<file path="config.mk">
export PLATFORM = sky130hd
export DESIGN_NAME = blinky
export DESIGN_NICKNAME = d
export VERILOG_FILES = /design/src/rtl/blinky.sv
export SDC_FILE = /design/constraint.sdc
export NUM_CORES = 1
export LEC_CHECK = 0
export BUFFER_PORTS_ARGS = -buffer_cell sky130_fd_sc_hd__buf_2
export CAP_MARGIN = 5
export CORE_ASPECT_RATIO = 1.25
export CORE_UTILIZATION = 40
export CTS_BUF_LIST = sky130_fd_sc_hd__clkbuf_8
export CTS_CLUSTER_SIZE = 8
export DETAILED_ROUTE_END_ITERATION = 6
export PLACE_DENSITY_LB_ADDON = 0.08
export SYNTH_ARGS = -nofsm -noshare
export SYNTH_HDL_FRONTEND = slang
export SYNTH_SLANG_ARGS = --single-unit
</file>
<file path="constraint.sdc">
create_clock -name clk -period 2.3 [get_ports clk]
set_input_delay 0.115 -clock clk [delete_from_list [all_inputs] [get_ports clk]]
set_output_delay 0.115 -clock clk [all_outputs]
set_load 0.01 [all_outputs]
</file>
<file path="src/rtl/blinky.sv">
// LED blinker: a half-period divider toggles the blink phase and a free-running
// PWM counter dims the LED while it is lit.
module blinky #(
  parameter int unsigned BLINK_HALF_CYCLES = 50_000_000,
  parameter int unsigned PWM_BITS          = 8,
  parameter int unsigned PWM_DUTY          = 32
) (
  input  logic clk,
  input  logic btn,
  output logic led0_b
);

  localparam int unsigned CNT_W = (BLINK_HALF_CYCLES < 2) ? 1 : $clog2(BLINK_HALF_CYCLES + 1);
  localparam int unsigned PW1   = PWM_BITS + 1;

  localparam logic [CNT_W-1:0] CNT_LAST = CNT_W'(BLINK_HALF_CYCLES - 1);
  // One extra bit so a duty of 2^PWM_BITS means always on.
  localparam logic [PW1-1:0]   DUTY     = PW1'(PWM_DUTY);

  logic [CNT_W-1:0]    r_blink_cnt;
  logic                r_blink_phase;
  logic [PWM_BITS-1:0] r_pwm_cnt;
  logic                r_led;
  logic                w_pwm_on;
  logic                w_blink_wrap;

  assign w_pwm_on     = ({1'b0, r_pwm_cnt} < DUTY);
  assign w_blink_wrap = (r_blink_cnt == CNT_LAST);

  always_ff @(posedge clk) begin
    if (!btn) begin
      r_blink_cnt   <= '0;
      r_blink_phase <= 1'b0;
      r_pwm_cnt     <= '0;
      r_led         <= 1'b0;
    end else begin
      r_led     <= r_blink_phase & w_pwm_on;
      r_pwm_cnt <= r_pwm_cnt + PWM_BITS'(1);
      if (w_blink_wrap) begin
        r_blink_cnt   <= '0;
        r_blink_phase <= ~r_blink_phase;
      end else begin
        r_blink_cnt   <= r_blink_cnt + CNT_W'(1);
      end
    end
  end

  assign led0_b = r_led;

endmodule

</file>
* After elaboration in Yosys (flattened, before gate mapping)
Cells that the tools add are included.
** Storage, ports and cells
- Bits in registers :: 36
- Bits of input ports :: 2
- Output and inout port bits :: 1
- Logic and storage cells :: 12
** Cells by class
- Add/subtract/negate cells :: 2
- Order comparisons :: 1
- Equality and inequality tests :: 1
- Bitwise logic cells :: 3
- Reduce and logical (&&, ||, !) cells :: 1
** Operator list (number)
- $add A26 B1 Y26 const B :: 1
- $eq A26 B26 Y1 const B :: 1
- $add A8 B1 Y8 const B :: 1
- $lt A8 B6 Y1 const B :: 1
- $not A1 Y1 :: 2
- $reduce_or A2 Y1 :: 1
- $and A1 B1 Y1 :: 1

* Depth between registers and ports, before layout
- Depth after elaboration :: 2
- Depth in mapped cells :: 6
- Gate-level depth less buffers :: 5

* Worst setup path after synthesis
OpenSTA, ideal clock, no wires.
- Path type :: register to register
- Start point :: reg r_blink_cnt[8]
- End point :: reg r_blink_cnt[19]
- Library setup time :: 125 ps
- Arrival :: 1777 ps
- Data required time :: 2175 ps
- Path slack :: 397 ps
- Cell stages (with the launch flop) :: 6
- Path buffers :: 1
- Period minus slack after synthesis :: 1903 ps
- Cells stage by stage :: dfxtp_1 > or4b_1 > or4_4 > o21ai_2 > buf_4 > a21oi_1
** On the way
- Cells in the longest elaborated chain, start to end :: 2
- Elaborated cells on any way between the ends :: 3
- Classes of those cells :: add/sub: 1; eq/ne: 1; reduce/logical: 1
** Ends and longest elaborated chain
- start, declared :: line 20 : logic [CNT_W-1:0] r_blink_cnt;
- start signal, assigned :: line 43 : r_blink_cnt <= r_blink_cnt + CNT_W'(1);
- branches (longest 2 deep; another with $add A26 B1 Y26)
Parallel ways; which one is timed is not known.
A chain may end at the register's enable or synchronous reset.

* Final worst setup path
- Start point :: reg r_blink_cnt[8]
- End point :: reg r_blink_cnt[0]
** On the way
- Cells in the longest elaborated chain, start to end :: 2
** Ends and longest elaborated chain
- $eq A26 B26 Y1 :: line 28 : assign w_blink_wrap = (r_blink_cnt == CNT_LAST);
- $reduce_or A2 Y1 (no source line)
Every way passes these cells.

==> flow_summary.ini <==
[timing]
final.min_clock_period_ns = 1.955
slew-limit-headroom = 0.7029
slew_violations = 0
setup_tns_ns = 0
skew_ns = 0.004440
setup_viol = 0
worstMarginPinSlew_ns = 0.4422
hold_viol = 0
rsz0062_at_grt = false
max_freq_mhz = 511.4
layout_setup_ws_ns = 0.3445
fin_crit_sh = 0.8502

[worst_setup_path]
cp-end-kind = register
r2r_slack_ns = 0.34
setup.worst_path.class = register to register
slowest_stage = or4b_1
cp_max_fo = 24
cp-start-kind = register
crit_start = r_blink_cnt[8]$_SDFF_PP0_
worstSetupEndpoint = r_blink_cnt[0]$_SDFF_PP0_
crit_chain = or4b_1 > or4_4 > o21ai_2 > buf_12 > nor2_1
reg2reg_to = r_blink_cnt[0]$_SDFF_PP0_
reg2reg_depth = 5
cpPeakStageDelay_ns = 0.52
arrival_ns = 2.13
reg2reg_from = r_blink_cnt[8]$_SDFF_PP0_
cp.required_ns = 2.47

[global_routing]
antenna_found_initial = 0
grt_pass1_wl_um = 5195
track_usage = 0.1664
overflow = 0
grt_pass1_vias = 1160
grt_start_max_net_pins = 25

[final_layout]
final_cells = 241
num-nets-final = 190
final_cell_mix = 36 x dfxtp_1, 25 x nor2_1, 13 x nand3_1, 13 x xor2_1, 12 x a21oi_1
area_growth_pct = 10.97
multi_input_area_um2 = 797.0
seq_area_um2 = 720.7
drive_gt1_frac = 0.08021
final_common_cell = dfxtp_1
antenna_cells = 0
fill_cells = 390

[routing]
drt_iter0_drc = 55
dr.pass1.iters = 4
ant_nets = 0
vias_per_cell = 5.290
postRouteWirelength_um = 2999
wl_per_cell_um = 12.44
drt_drc_violations_left = 0
via_count = 1275

[min_path]
min_path_type = primary input to register

[synthesis]
yosysUniqueCellTypes = 26
synth_fp_nets = 184
yosysSeqAreaShare = 0.4579
synth_mux_area_frac = 0
synth_area_per_cell_um2 = 8.745
synthesis.area_mm2 = 0.001574
synth_adder_area_share = 0.01590
synthSimpleGateAreaFrac = 0.2901
yosysWarningCount = 0
synth_top_family_by_area = simple AND/OR/NAND/NOR gates
ys_ff_latch = 36
synth-xor-area-share = 0.1057
synth_compound_area_frac = 0.09459
synthCells = 180

[clock_network]
cts_max_level = 2
cts.root.buffer_cell = clkbuf_8
cts_tree = yes
insertion_delay_ns = 0.29
numCtsBuffers = 5
cts_resized = 0
path_clk_slew_ns = 0.07
cts_hold_buf = 0
cts.sinks = 36
clk_path_buf_depth = 2
cts_setup_buffers = 0

[floorplan]
fp-row-count = 25
start_util = 0.4159
ioPinCount = 3
floorplan.die.height_um = 72.14
die_w_um = 58.11
die_area_mm2 = 0.004191
core_mm2 = 0.003785

[power_and_ir_drop]
finalPower_mw = 1.119
p_leak_nw = 0.5924
vdd_drop_max_uv = 261.8
power.density_mw_per_mm2 = 640.5

[place]
dp_hpwl_um = 2174
gp_congestion = 0.7353
dp_cells = 233
placement.io_buffers = 2
pre_cts_slack_ns = 0.3352

[outcome]
outcome = completed

[flow_run]
cap_violations = 0
worst min path at each step:
stage                     cells after the start  startpoint                      end  slack, ns
after floorplan                               1         btn  r_pwm_cnt[1]$_SDFF_PN0_       0.24
after global placement                        2         btn  r_pwm_cnt[1]$_SDFF_PN0_       0.38
after detailed placement                      2         btn  r_pwm_cnt[1]$_SDFF_PN0_       0.38
after CTS                                     2         btn  r_pwm_cnt[1]$_SDFF_PN0_       0.08
after global routing                          2         btn  r_pwm_cnt[1]$_SDFF_PN0_       0.11
final                                         2         btn  r_pwm_cnt[1]$_SDFF_PN0_       0.09
layout make-up:
type                            count  share of cell area
Tap cell                           54             0.03868
Clock inverter                      2            0.004298
Timing Repair Buffer                5             0.02579
Sequential cell                    36              0.4126
Clock buffer                        6             0.04728
Inverter                            7             0.01504
Multi-Input combinational cell    131              0.4563
per-layer routing:
layer  GRT usage  up-vias  part of all wire  routed length (um)
met1      0.2002      594              0.46                1370
met2      0.2631       16              0.48                1452
met5           0        -                 0                   0
li1            -      657                 -                   -
met3     0.05348        8             0.036                 107
met4     0.08730        0             0.023                  68
power by group:
group          leakage, nW  switching (mW)  internal [mW]  total [mW]
registers            0.291          0.0109          0.632       0.643
logic                0.248          0.0178         0.0127      0.0305
clock network       0.0538           0.210          0.235       0.445
total                0.592           0.239          0.880        1.12
Yosys cell counts:
master	count	area, um^2
xnor2_1	6	52.55
and2_1	1	6.260
nor2_1	25	93.84
o21ai_2	1	8.760
or4_4	1	11.26
xor2_1	13	113.9
clkbuf_1	4	15.01
nor4_1	1	6.260
or3_1	6	37.54
nand2b_1	1	6.260
o31ai_1	5	37.54
buf_4	2	15.01
nand2_1	7	26.28
or4b_1	1	10.01
dfxtp_1	36	720.7
nand4_1	11	68.82
or4_1	7	52.55
ha_1	2	25.02
a31o_2	2	17.52
o21ai_0	5	25.02
and3_1	5	31.28
inv_1	7	26.28
a21oi_1	12	60.06
nand3_1	13	65.06
nor3_1	3	15.01
and4_1	3	26.28
cell families (layout without fill, tap and decap cells):
family	Yosys count	count (layout)
xor+xnor	19	19
fa+ha+maj	2	2
buf+inv	13	20
flops	36	36
compound gates	25	25
simple gates	85	85
flip-flops by register name, indices dropped and copies added (netlist names):
name and count:
led0_b 1, r_blink_phase 1, r_pwm_cnt 8, r_blink_cnt 26
per-stage QoR:
stage,hold WS [ns],area [um^2],utilization
detailed placement,0.3828,1657,0.4377
finish,0.08660,1747,0.4615
global route,0.1074,1747,0.4615
floorplan,0.2367,1574,-
CTS,0.07842,1747,0.4615
global placement,0.3779,1657,0.4377
worst max-delay path: cells and delay by family, from the launching register on:
kind                   cells  cell delay [ns]
AO/OA/AOI/OAI              1             0.20
buffers and inverters      1             0.18
flip-flops                 1             0.37
AND/OR/NAND/NOR            3             1.09
No activity file was read; power rests on OpenSTA's default activity.
